--- src/rtl/packet_inject_sched_pkg.sv ---
// Shared definitions for the packet injection scheduler: FSM encoding,
// flow_ctrl field offsets and width helpers.
package packet_inject_sched_pkg;

  function automatic int clogb(input int value);
    int r;
    r = 0;
    while ((1 << r) < value) r++;
    return r;
  endfunction

  // Index width that never collapses to zero bits.
  function automatic int idx_width(input int n);
    return (n > 1) ? clogb(n) : 1;
  endfunction

  function automatic int credit_width(input int per_vc);
    return clogb(per_vc + 1);
  endfunction

  typedef enum logic {
    ST_IDLE = 1'b0,
    ST_SEND = 1'b1
  } pis_state_t;

  // flow_ctrl layout: bit 0 = credit valid, bits above = returned VC index.
  localparam int FC_VALID_POS = 0;
  localparam int FC_VC_LSB    = 1;

endpackage

--- src/rtl/packet_inject_sched_credit_tracker.sv ---
// Per-VC downstream credit counters with availability vector and sticky
// overflow error.
module pis_credit_tracker
  import packet_inject_sched_pkg::*;
#(
  parameter int num_vcs            = 8,
  parameter int buffer_size_per_vc = 8,
  localparam int vc_idx_width      = idx_width(num_vcs),
  localparam int cnt_width         = credit_width(buffer_size_per_vc)
) (
  input  logic                    clk,
  input  logic                    reset,
  input  logic                    dec_valid,
  input  logic [vc_idx_width-1:0] dec_vc,
  input  logic                    inc_valid,
  input  logic [vc_idx_width-1:0] inc_vc,
  output logic [num_vcs-1:0]      avail_ovc,
  output logic                    error
);

  localparam logic [cnt_width-1:0] full = cnt_width'(buffer_size_per_vc);

  logic [cnt_width-1:0] credit [num_vcs];
  logic [num_vcs-1:0]   dec_hit;
  logic [num_vcs-1:0]   inc_hit;
  logic [num_vcs-1:0]   overflow;

  always_comb begin
    for (int v = 0; v < num_vcs; v++) begin
      dec_hit[v]   = dec_valid && (dec_vc == vc_idx_width'(v));
      inc_hit[v]   = inc_valid && (inc_vc == vc_idx_width'(v));
      avail_ovc[v] = (credit[v] != '0);
      overflow[v]  = inc_hit[v] && !dec_hit[v] && (credit[v] == full);
    end
  end

  // A send and a return on the same VC cancel out.
  always_ff @(posedge clk) begin
    if (reset) begin
      for (int v = 0; v < num_vcs; v++) credit[v] <= full;
      error <= 1'b0;
    end else begin
      for (int v = 0; v < num_vcs; v++) begin
        if (inc_hit[v] && !dec_hit[v] && credit[v] != full)
          credit[v] <= credit[v] + 1'b1;
        else if (dec_hit[v] && !inc_hit[v])
          credit[v] <= credit[v] - 1'b1;
      end
      error <= error | (|overflow);
    end
  end

endmodule

--- src/rtl/packet_inject_sched.sv ---
// Injection-side scheduler: RR source and VC selection, credit gating and
// head..tail flit sequencing. Define PIS_STATS_EN for pkt/flit counters.
module packet_inject_sched
  import packet_inject_sched_pkg::*;
#(
  parameter int num_srcs            = 4,
  parameter int num_vcs             = 8,
  parameter int buffer_size         = 64,
  parameter int max_payload_length  = 4,
  parameter int min_payload_length  = 1,
  localparam int vc_idx_width         = idx_width(num_vcs),
  localparam int src_idx_width        = idx_width(num_srcs),
  localparam int buffer_size_per_vc   = buffer_size / num_vcs,
  localparam int payload_length_width = idx_width(max_payload_length - min_payload_length + 1),
  localparam int remaining_width      = clogb(max_payload_length + 2)
) (
  input  logic                                 clk,
  input  logic                                 reset,
  input  logic [num_srcs-1:0]                  src_req,
  input  logic [num_srcs*payload_length_width-1:0] src_len,
  output logic [num_srcs-1:0]                  src_gnt,
  output logic [num_srcs-1:0]                  src_pop,
  output logic                                 flit_valid,
  output logic                                 flit_head,
  output logic                                 flit_tail,
  output logic [num_vcs-1:0]                   flit_sel_ovc,
  input  logic [vc_idx_width:0]                flow_ctrl,
  output logic                                 busy,
  output logic                                 error
`ifdef PIS_STATS_EN
  ,
  output logic [31:0]                          pkt_count,
  output logic [31:0]                          flit_count
`endif
);

  pis_state_t                      state;
  logic [src_idx_width-1:0]        src_q, src_ptr, win_src;
  logic [vc_idx_width-1:0]         vc_q, vc_ptr, win_vc;
  logic [remaining_width-1:0]      remaining;
  logic [payload_length_width-1:0] win_code;
  logic [num_vcs-1:0]              avail_ovc;
  logic                            head_pending, src_found, vc_found, grant, send;

  // Round-robin searches start at the pointer and take the first hit.
  always_comb begin
    win_src   = '0;
    src_found = 1'b0;
    for (int i = 0; i < num_srcs; i++) begin
      if (!src_found && src_req[(int'(src_ptr) + i) % num_srcs]) begin
        src_found = 1'b1;
        win_src   = src_idx_width'((int'(src_ptr) + i) % num_srcs);
      end
    end
    win_vc   = '0;
    vc_found = 1'b0;
    for (int i = 0; i < num_vcs; i++) begin
      if (!vc_found && avail_ovc[(int'(vc_ptr) + i) % num_vcs]) begin
        vc_found = 1'b1;
        win_vc   = vc_idx_width'((int'(vc_ptr) + i) % num_vcs);
      end
    end
  end

  assign win_code     = src_len[int'(win_src)*payload_length_width +: payload_length_width];
  assign grant        = (state == ST_IDLE) && src_found && vc_found;
  assign send         = (state == ST_SEND) && avail_ovc[vc_q];
  assign src_gnt      = grant ? (num_srcs'(1) << win_src) : '0;
  assign src_pop      = send ? (num_srcs'(1) << src_q) : '0;
  assign flit_valid   = send;
  assign flit_head    = send && head_pending;
  assign flit_tail    = send && (remaining == remaining_width'(1));
  assign flit_sel_ovc = send ? (num_vcs'(1) << vc_q) : '0;
  assign busy         = (state == ST_SEND);

  always_ff @(posedge clk) begin
    if (reset) begin
      state        <= ST_IDLE;
      src_q        <= '0;
      vc_q         <= '0;
      remaining    <= '0;
      head_pending <= 1'b0;
      src_ptr      <= '0;
      vc_ptr       <= '0;
    end else begin
      case (state)
        ST_IDLE: begin
          if (grant) begin
            state        <= ST_SEND;
            src_q        <= win_src;
            vc_q         <= win_vc;
            remaining    <= remaining_width'(win_code) + remaining_width'(min_payload_length + 1);
            head_pending <= 1'b1;
            src_ptr      <= (int'(win_src) == num_srcs - 1) ? '0 : win_src + 1'b1;
            vc_ptr       <= (int'(win_vc) == num_vcs - 1) ? '0 : win_vc + 1'b1;
          end
        end
        ST_SEND: begin
          if (send) begin
            remaining    <= remaining - 1'b1;
            head_pending <= 1'b0;
            if (remaining == remaining_width'(1)) state <= ST_IDLE;
          end
        end
        default: state <= ST_IDLE;
      endcase
    end
  end

  pis_credit_tracker #(
    .num_vcs            (num_vcs),
    .buffer_size_per_vc (buffer_size_per_vc)
  ) u_credit (
    .clk       (clk),
    .reset     (reset),
    .dec_valid (send),
    .dec_vc    (vc_q),
    .inc_valid (flow_ctrl[FC_VALID_POS]),
    .inc_vc    (flow_ctrl[FC_VC_LSB +: vc_idx_width]),
    .avail_ovc (avail_ovc),
    .error     (error)
  );

`ifdef PIS_STATS_EN
  always_ff @(posedge clk) begin
    if (reset) begin
      pkt_count  <= '0;
      flit_count <= '0;
    end else begin
      if (flit_valid) flit_count <= flit_count + 32'd1;
      if (flit_valid && flit_tail) pkt_count <= pkt_count + 32'd1;
    end
  end
`endif

endmodule

--- config.mk ---
export PLATFORM = sky130hd
export DESIGN_NAME = packet_inject_sched
export DESIGN_NICKNAME = d
export VERILOG_FILES = /design/src/rtl/packet_inject_sched_pkg.sv /design/src/rtl/packet_inject_sched_credit_tracker.sv /design/src/rtl/packet_inject_sched.sv
export SDC_FILE = /design/constraint.sdc
export NUM_CORES = 1
export LEC_CHECK = 0
export CAP_MARGIN = 0
export CORE_UTILIZATION = 30
export DETAILED_ROUTE_END_ITERATION = 6
export RECOVER_POWER = 100
export SYNTH_ARGS = -nofsm -noshare
export SYNTH_HDL_FRONTEND = slang
export SYNTH_HIERARCHICAL = 1
export SYNTH_SLANG_ARGS = --single-unit
export TNS_END_PERCENT = 1
--- constraint.sdc ---
create_clock -name clk -period 4.2 [get_ports clk]
set_clock_uncertainty 0.2 [all_clocks]
set_input_delay 0.63 -clock clk [delete_from_list [all_inputs] [get_ports clk]]
set_output_delay 0.63 -clock clk [all_outputs]
set_load 0.02 [all_outputs]
==> impl_results.md <==
* Via count at between 3000 and 4000
* Final Util at 0.379
* Adder-Cell Fraction of Synth Area at 0.105
* # setup viols final at 0
* # fillers at between 1000 and 1500
* TritonCTS buffer count at 5
* Yosys warnings at 6
* Cell area after synthesis at between 0.004 and 0.005 mm²
* Final GP Congestion at slightly above 0.8
* Compound-Gate Fraction of Synth Area at 0.145
* Worst skew pair latency at ~300 ps
* Fmax at between 200 and 250 MHz
* Syn nets at approximately 550
* First-pass GRT wire length at about 18000 µm
* Remaining DRCs at 0
* Num rows at between 40 and 50
* All-Layer GR Usage at 0.141
* Final Critical Period at just over 4000 ps
* Syn Area/Cell at around 9.2 µm²
* Area leader, netlist: edfxtp_1
* Drt first pass iters at 4
* Drt initial violations at 270
* Worst Hold Class: flip-flop to flip-flop
* Initial antenna violation count at 0
* Placed cell count at around 730
* HPWL Detailed at about 8400 µm
* Xor and xnor area share after synthesis at 0.0345
* Clock Path Buffers at 2
* Htree depth at 2
* CORE AREA at between 0.01 and 0.015 mm²
* Die Width at 125 µm
* Total wire length at approximately 11000 µm
* Status: finished clean
* Non-Filler Instances at 736
* Vias in the first global route at 3749
* Initial Util at 0.311
* Post-synthesis cell count at just under 500
* Io pins at 39
* Largest family of logic cells by synthesized area: simple AND/OR/NAND/NOR gates
* Final Max Slew Viols at 0
* Worst EP required at 3370 ps
* Post-synth top area share at 0.210
* Final worst path period share at 0.966
* Post-Place Setup Slack at -84.1 ps
* # clock sinks at 48
* Fin worst setup slack at between 100 and 150 ps
* Die ar. at ~0.016 mm²
* Ys flop type: edfxtp_1
* Number of synthesized flops with an enable pin at 32
* Post-synthesis mux area share at 0.156
* Share of cells above drive strength 1 at 0.185
* Multi-input gate area at between 0.003 and 0.004 mm²
* Post-CTS setup repair buffer count at 0
* Largest net degree at the start of global routing at 30
* PortBufs at 38
* CTS clk-pin slew, worst paths at roughly 70 ps
* Layout area overhead at 21.9%
* WS Path Type: flip-flop to primary output
* Tot Pwr at between 1.5 and 2 mW
* Seq/Total Area, Yosys at 0.280
* Routed WL per cell at 14.5 µm
* Rel. slew slack at 0.604
* Worst Path Arrival at ~3200 ps
* Crit path max fanout at 12
* Flip-flop and latch area at 0.00128 mm²
* Clock root buffer: clkbuf_16
* Synth area leaders: edfxtp_1 21%, mux4_2 8.9%, ha_1 7.4%, dfxtp_1 7.0%, mux2i_1 4.8%
* Setup TNS at 0 ps
* Asr flop ratio synth at 0
* Antenna diodes at 0
* Fin. Hold Viols at 0
* # Max-Cap Violations at 0
* Synth cell types at 73
* Power density cells at around 280 mW/mm²
* Slew @ Worst Pin at between 500 and 600 ps
* DP Area at about 0.0054 mm²
* Gr ovfl total at 0
* CP Launch Type: flip-flop
* Post-detailed-route count of antenna-violating nets at 0
* Die height at about 130 µm
* CTS tree: done
* Crit path capture type: primary output
* Final instance area at roughly 0.0056 mm²
* Post-Synth Simple-Gate Area at 0.214
* DR vias/cell at slightly above 5
* Final nets at roughly 600
* Leakage power at 2.16 nW
* Synth Register Bits at 48
* Hold slack final at 293 ps
* VDD IR max at around 0.00014 V
==> flip-flops by register name (all words and copies together) (netlist names) <==
signal and count:
src_q 2, u_credit/credit 32, u_credit/error 1, remaining 3, vc_q 3, vc_ptr 3, src_ptr 2, busy 1
head_pending 1
==> routing by layer <==
| layer | vias up | global-route usage | wire length, µm | part of all wire |
|---|---|---|---|---|
| met1 | 1841 | 0.182 | 5010 | 0.47 |
| li1 | 1911 | - | - | - |
| met4 | 0 | 0.0545 | 210 | 0.020 |
| met5 | - | 0 | 0 | 0 |
| met2 | 50 | 0.236 | 5200 | 0.49 |
| met3 | 13 | 0.0218 | 271 | 0.025 |
==> path summary, 6_finish.rpt <==
kind,start,to,slack (ps),cells past startpoint
max,u_credit/credit[1][4],src_pop[3],140,12
min,remaining[2],remaining[2],290,2
max reg2reg,u_credit/credit[1][4],u_credit/credit[0][15],210,18
min reg2reg,remaining[2],remaining[2],290,2
==> synth_stat cells, types with 16 or more instances <==
cell and count:
clkbuf_1 16, ha_1 27, nor2_1 58, nand2b_1 20, mux2i_1 22, edfxtp_1 32
inv_1 44, mux4_2 18, dfxtp_1 16, nand2_1 24, nor3_1 19, a21oi_1 19
==> report_power, final <==
part / switching (mW) / leakage [nW] / internal (mW)
registers: 0.0346 / 0.439 / 0.547
logic: 0.280 / 1.64 / 0.235
clock network: 0.191 / 0.0829 / 0.260
==> area by class of cell <==
class                      count  share of cell area
clock buffer                   6              0.0269
clock inverter                 2             0.00269
inverter                      46              0.0319
multi-input combinational    373               0.550
sequential                    48               0.230
tap                          184              0.0413
timing repair buffer          77               0.118
==> critical path, cell delays in order (launching register included) <==
cell             delay [ps]
edfxtp_1                410
inv_2                    80
ha_1                    150
or3b_4                  420
buf_4                   160
mux4_2                  450
inv_1                    90
a21oi_2                  70
o21ai_2                 120
clkinv_4                 70
buf_4                   180
and3_1                  180
clkdlybuf4s50_1         540
==> what timing repair did <==
item                       4_1_cts  5_1_grt
hold buffers                     0        0
resized for setup                5       23
setup endpoints to repair        5       14
pin swaps                        1        4
==> kinds of logic after synthesis <==
logic type	Yosys count
xor+xnor	18
simple gates	184
compound gates	89
flops	48
fa+ha+maj	34
buf+inv	74
mux	48
==> layout by cell type (no fill, tap or decap), drive strengths merged, types with 13 or more instances in the layout <==
master and instances:
edfxtp 32, nor2 59, a21oi 19, clkdlybuf4s50 30
nand2 24, nand2b 21, inv 46, dfxtp 16
buf 39, xor2 13, nor3 20, ha 27
mux2i 22, mux4 18
Power figures use the tool's default switching activity.
